--- config.mk ---
export PLATFORM = sky130hd
export DESIGN_NAME = reorder_buffer
export DESIGN_NICKNAME = d
export VERILOG_FILES = /design/src/rtl/Purple_Jade_pkg.sv /design/src/rtl/reorder_buffer.sv
export SDC_FILE = /design/constraint.sdc
export NUM_CORES = 1
export LEC_CHECK = 0
export CAP_MARGIN = 10
export CELL_PAD_IN_SITES_DETAIL_PLACEMENT = 1
export CELL_PAD_IN_SITES_GLOBAL_PLACEMENT = 2
export CORE_MARGIN = 5
export CORE_UTILIZATION = 39
export CTS_CLUSTER_SIZE = 20
export DETAILED_ROUTE_END_ITERATION = 6
export GPL_TIMING_DRIVEN = 0
export PLACE_DENSITY_LB_ADDON = 0.25
export SYNTH_ARGS = -nofsm -noshare
export SYNTH_HDL_FRONTEND = slang
export SYNTH_SLANG_ARGS = --single-unit
--- constraint.sdc ---
create_clock -name clk_i -period 7.95 [get_ports clk_i]
set_input_delay 1.1925 -clock clk_i [delete_from_list [all_inputs] [get_ports clk_i]]
set_output_delay 1.1925 -clock clk_i [all_outputs]
set_load 0.01 [all_outputs]
--- src/rtl/Purple_Jade_pkg.sv ---
// Shared core-wide parameters and the types exchanged between the functional units
// and the reorder buffer.
package Purple_Jade_pkg;

  localparam int ROB_ENTRY    = 8;
  localparam int NUM_WB_PORTS = 2;
  localparam int NUM_PHYS_REG = 64;
  localparam int WORD_SIZE_P  = 32;
  localparam int NUM_FLAGS    = 4;

  localparam int ROB_IDX_W  = $clog2(ROB_ENTRY);
  localparam int PHYS_REG_W = $clog2(NUM_PHYS_REG);

  // Common data bus beat broadcast by a functional unit.
  typedef struct packed {
    logic                   valid;
    logic [PHYS_REG_W-1:0]  dest;
    logic [NUM_FLAGS-1:0]   flags;
    logic [WORD_SIZE_P-1:0] result;
  } CDB_t;

  typedef struct packed {
    logic [ROB_IDX_W-1:0] rob_dest;
    CDB_t                 cdb;
  } rob_wb_t;

  localparam int ROB_WB_WIDTH = $bits(rob_wb_t);

  typedef struct packed {
    logic                   busy;
    logic                   done;
    logic                   w_v;
    logic [PHYS_REG_W-1:0]  reg_dest;
    logic [WORD_SIZE_P-1:0] result;
    logic [NUM_FLAGS-1:0]   flags;
  } rob_entry_t;

endpackage

--- src/rtl/reorder_buffer.sv ---
// In-order retirement buffer: dispatch allocates at the tail, functional units mark
// entries done by index, and the head retires once done and the consumer is ready.
module reorder_buffer #(
  parameter int ROB_ENTRY    = Purple_Jade_pkg::ROB_ENTRY,
  parameter int NUM_WB_PORTS = Purple_Jade_pkg::NUM_WB_PORTS
) (
  input  logic                                              clk_i,
  input  logic                                              reset_i,
  input  logic                                              alloc_v_i,
  input  logic                                              alloc_w_v_i,
  input  logic [Purple_Jade_pkg::PHYS_REG_W-1:0]            alloc_reg_dest_i,
  output logic                                              alloc_ready_o,
  output logic [$clog2(ROB_ENTRY)-1:0]                      alloc_idx_o,
  input  Purple_Jade_pkg::rob_wb_t [NUM_WB_PORTS-1:0]       wb_i,
  output logic                                              commit_v_o,
  input  logic                                              commit_ready_i,
  output logic [$clog2(ROB_ENTRY)-1:0]                      commit_idx_o,
  output logic                                              commit_w_v_o,
  output logic [Purple_Jade_pkg::PHYS_REG_W-1:0]            commit_reg_dest_o,
  output logic [Purple_Jade_pkg::WORD_SIZE_P-1:0]           commit_result_o,
  output logic [Purple_Jade_pkg::NUM_FLAGS-1:0]             commit_flags_o,
  input  logic                                              flush_i,
  output logic                                              full_o,
  output logic                                              empty_o
);

  localparam int IDX_W = $clog2(ROB_ENTRY);
  localparam int CNT_W = IDX_W + 1;

  typedef Purple_Jade_pkg::rob_entry_t entry_t;

  entry_t             entry_q [ROB_ENTRY];
  entry_t             entry_d [ROB_ENTRY];
  logic [IDX_W-1:0]   head_q, head_d;
  logic [IDX_W-1:0]   tail_q, tail_d;
  logic [CNT_W-1:0]   count_q, count_d;
  logic               do_alloc;
  logic               do_retire;

  // Status comes from the registered count only, so a retire never frees a slot
  // for dispatch in the same cycle.
  assign full_o        = (count_q == CNT_W'(ROB_ENTRY));
  assign empty_o       = (count_q == '0);
  assign alloc_ready_o = ~full_o;
  assign alloc_idx_o   = tail_q;

  assign commit_v_o        = entry_q[head_q].busy & entry_q[head_q].done;
  assign commit_idx_o      = head_q;
  assign commit_w_v_o      = entry_q[head_q].w_v;
  assign commit_reg_dest_o = entry_q[head_q].reg_dest;
  assign commit_result_o   = entry_q[head_q].result;
  assign commit_flags_o    = entry_q[head_q].flags;

  assign do_alloc  = alloc_v_i & alloc_ready_o;
  assign do_retire = commit_v_o & commit_ready_i;

  // The ROB tracks completion by index only; the CDB register tag is not needed here.
  logic [NUM_WB_PORTS-1:0] wb_dest_unused;
  for (genvar gi = 0; gi < NUM_WB_PORTS; gi++) begin : g_wb_unused
    assign wb_dest_unused[gi] = ^wb_i[gi].cdb.dest;
  end

  always_comb begin
    for (int i = 0; i < ROB_ENTRY; i++) entry_d[i] = entry_q[i];
    head_d  = head_q;
    tail_d  = tail_q;
    count_d = count_q;

    // Walk from the highest port down so the lowest-numbered port writes last and wins.
    for (int p = NUM_WB_PORTS - 1; p >= 0; p--) begin
      if (wb_i[p].cdb.valid && entry_q[wb_i[p].rob_dest].busy) begin
        entry_d[wb_i[p].rob_dest].done   = 1'b1;
        entry_d[wb_i[p].rob_dest].result = wb_i[p].cdb.result;
        entry_d[wb_i[p].rob_dest].flags  = wb_i[p].cdb.flags;
      end
    end

    if (do_retire) begin
      entry_d[head_q].busy = 1'b0;
      entry_d[head_q].done = 1'b0;
      head_d               = head_q + 1'b1;
    end

    if (do_alloc) begin
      entry_d[tail_q]          = '0;
      entry_d[tail_q].busy     = 1'b1;
      entry_d[tail_q].w_v      = alloc_w_v_i;
      entry_d[tail_q].reg_dest = alloc_reg_dest_i;
      tail_d                   = tail_q + 1'b1;
    end

    count_d = count_q + CNT_W'(do_alloc) - CNT_W'(do_retire);

    if (flush_i) begin
      for (int i = 0; i < ROB_ENTRY; i++) entry_d[i] = '0;
      head_d  = '0;
      tail_d  = '0;
      count_d = '0;
    end
  end

  always_ff @(posedge clk_i) begin
    if (reset_i) begin
      for (int i = 0; i < ROB_ENTRY; i++) entry_q[i] <= '0;
      head_q  <= '0;
      tail_q  <= '0;
      count_q <= '0;
    end else begin
      for (int i = 0; i < ROB_ENTRY; i++) entry_q[i] <= entry_d[i];
      head_q  <= head_d;
      tail_q  <= tail_d;
      count_q <= count_d;
    end
  end

endmodule
==> run_results.csv <==
group,metric,value,unit
clock_tree,clk_pin_slew_worst_paths,0.06,ns
logic_synthesis,syn_area,18400,µm²
hold_path,hp-class,"flop to flop",
clock_tree,cts_hold_buffers,0,
floorplan,fp-row-count,79,
setup_path,r2r_setup_slack,4.15,ns
setup_path,startpoint_type,"flop",
timing,hold_viol,0,
timing,final.setup.tns,0,ns
clock_tree,cts_root_buf,"clkbuf_16",
placement,placed_area,20600,µm²
timing,max_clock_freq,187,MHz
clock_tree,cts_post_setup_buffers_inserted,0,
grt,antenna_found_initial,2,
status,outcome,"complete, but fails checks",
detailed_routing,drc_errors,1,
logic_synthesis,syn_area_per_cell,9.09,µm²
placement,place_ws,3.24,ns
setup_path,r2r_cells,12,
detailed_routing,routed_wl,80.7,mm
grt,overflow,0,
detailed_routing,wl_met1,34.0,mm
logic_synthesis,seq_area_frac_synth,0.405,
setup_path,cp_max_fo,10,
setup_path,required,6.76,ns
clock_tree,cts_sinks,373,
timing,max_slew_margin,0.155,
timing,min_period_over_period,0.674,
hold_path,holdPathEnd,"entry_q[7][41]",
cells_and_area,area_delta_synth_final,20.4,%
cells_and_area,diodes,0,
detailed_routing,routedWlPerCell,28.2,µm
clock_tree,post_cts_resized,0,
cells_and_area,drive_gt1_frac,0.120,
timing,fin_crit,5.35,ns
clock_tree,cts_tree,"built",
job,cap_violations,0,
grt,grt.total_usage,0.303,
detailed_routing,drtIter0Drc,1680,
hold_path,min_path_cells,2,
setup_path,worstReg2RegEnd,"count_q[2]",
timing,worstMarginPinSlew,1.27,ns
cells_and_area,nNetsFinal,2330,
hold_path,hold_start,"entry_q[7][41]",
clock_tree,clk_latency,0.59,ns
timing,setup-violations-final,0,
placement,dp_hpwl,54.4,mm
logic_synthesis,synth_fp_nets,2141,
logic_synthesis,ys_warn_count,0,
detailed_routing,dr.max_layer_used,"met5",
floorplan,fp.dieH,227,µm
logic_synthesis,yosysUniqueCellTypes,59,
timing,clock-skew-final,0.0180,ns
cells_and_area,design_area,22200,µm²
grt,first_global_vias,18663,
logic_synthesis,syn_inst,2028,
power,powerDensity,193,nW/µm²
logic_synthesis,ys_ff_latch,373,
cells_and_area,final_common_cell,"dfxtp_1",
timing,layout_setup_ws,2.60,ns
clock_tree,cts_made_buffers,44,
power,vdd_ir_drop_max,133,µV
timing,rsz0062_at_grt,"no",
detailed_routing,drt-pass1-iter-count,7,
logic_synthesis,synthFlopType,"dfxtp_1",
logic_synthesis,synthArstFlopShare,0,
setup_path,cp-end-kind,"primary output",
setup_path,setup.worst_path.class,"flop to primary output",
floorplan,die_w,227,µm
detailed_routing,wl_met3,5.23,mm
power,leakage,0.00835,µW
clock_tree,clk_path_buf_depth,3,
floorplan,initial_core_util,0.395,
floorplan,die_area,51700,µm²
setup_path,cp.arrival,4.16,ns
logic_synthesis,synth-edff-count,0,
clock_tree,h-tree-depth,2,
floorplan,pin_count,157,
placement,io_buffers,135,
grt,grt_pass1_wl,119,mm
cells_and_area,final_cell_mix,"dfxtp_1, nor2_1, o21ai_0",
timing,finalHoldWorstSlack,0.455,ns
detailed_routing,routed-via-count,17841,
detailed_routing,postRouteAntennaNets,0,
timing,slew_viol_final,0,
status,violations,"DRC",
detailed_routing,vias_per_cell,6.24,
detailed_routing,met2WireLength,38.1,mm
grt,grt_max_degree,14,
floorplan,coreArea,46700,µm²
placement,place_congestion,0.886,
==> power breakdown <==
| group | leakage [µW] | switching (µW) | internal, µW |
|---|---|---|---|
| combinational | 0.00459 | 160 | 74.1 |
| sequential | 0.00300 | 2.69 | 1870 |
| clock | 0.000761 | 854 | 1320 |
==> state kept, by name, indices dropped and copies added (netlist names), named ones only <==
name	count
commit_idx_o	3
entry_q	360
alloc_idx_o	3
count_q	4
==> metrics by stage <==
stage / cells / utilization / total power (µW)
2_1_floorplan: 2028 / - / 2000
3_3_place_gp: 2770 / 0.440 / 2140
3_5_place_dp: 2776 / 0.442 / 2140
4_1_cts: 2856 / 0.475 / 4300
5_1_grt: 2858 / 0.475 / 4390
6_report: 2858 / 0.475 / 4290
==> area by class of cell <==
class / instances / area, µm²
Multi-Input combinational cell: 1458 / 10100
Sequential cell: 373 / 7470
Clock inverter: 16 / 234
Clock buffer: 64 / 1300
Timing Repair Buffer: 143 / 1460
Buffer: 183 / 802
Tap cell: 607 / 759
Inverter: 14 / 52.6
Fill cell: 5389 / 24500
==> cell usage after synthesis (17+ instances only) <==
master,count,share of area
dfxtp_1,373,0.41
nor2_1,294,0.060
o21ai_0,291,0.079
a21oi_1,189,0.051
nand2_1,133,0.027
mux2i_1,131,0.071
clkbuf_1,127,0.026
a211oi_1,108,0.044
mux4_2,88,0.11
mux2_2,46,0.028
and3_1,41,0.014
a221o_1,33,0.018
buf_2,20,0.0054
buf_1,17,0.0035
nand3_1,17,0.0046
==> critical path, stage by stage (launching register included) <==
cell and delay, ns:
dfxtp_1 0.30, clkbuf_1 0.44, buf_1 0.63, clkbuf_1 0.94, mux4_2 0.46, mux2_2 0.32
clkdlybuf4s50_1 0.49
==> cells by family after synthesis <==
logic type,Yosys count,synth area share
mux,266,0.207
buf+inv,197,0.0464
simple gates,532,0.125
fa+ha+maj,9,0.00652
xor+xnor,4,0.00190
compound gates,647,0.207
flops,373,0.405
==> worst max path at each step <==
stage	cells after the start	start	end
floorplan	5	flop	commit_flags_o[1]
finish	6	flop	commit_w_v_o
global placement	6	flop	commit_result_o[2]
CTS	6	flop	commit_result_o[18]
global route	6	flop	commit_w_v_o
detailed placement	6	flop	commit_result_o[18]
==> per-layer routing <==
metal	GRT usage	vias up
met5	0	-
met4	0.122	4
met3	0.0518	213
met2	0.501	738
met1	0.398	9104
li1	-	7782
Note: power is estimated with default switching activity, not from simulation.
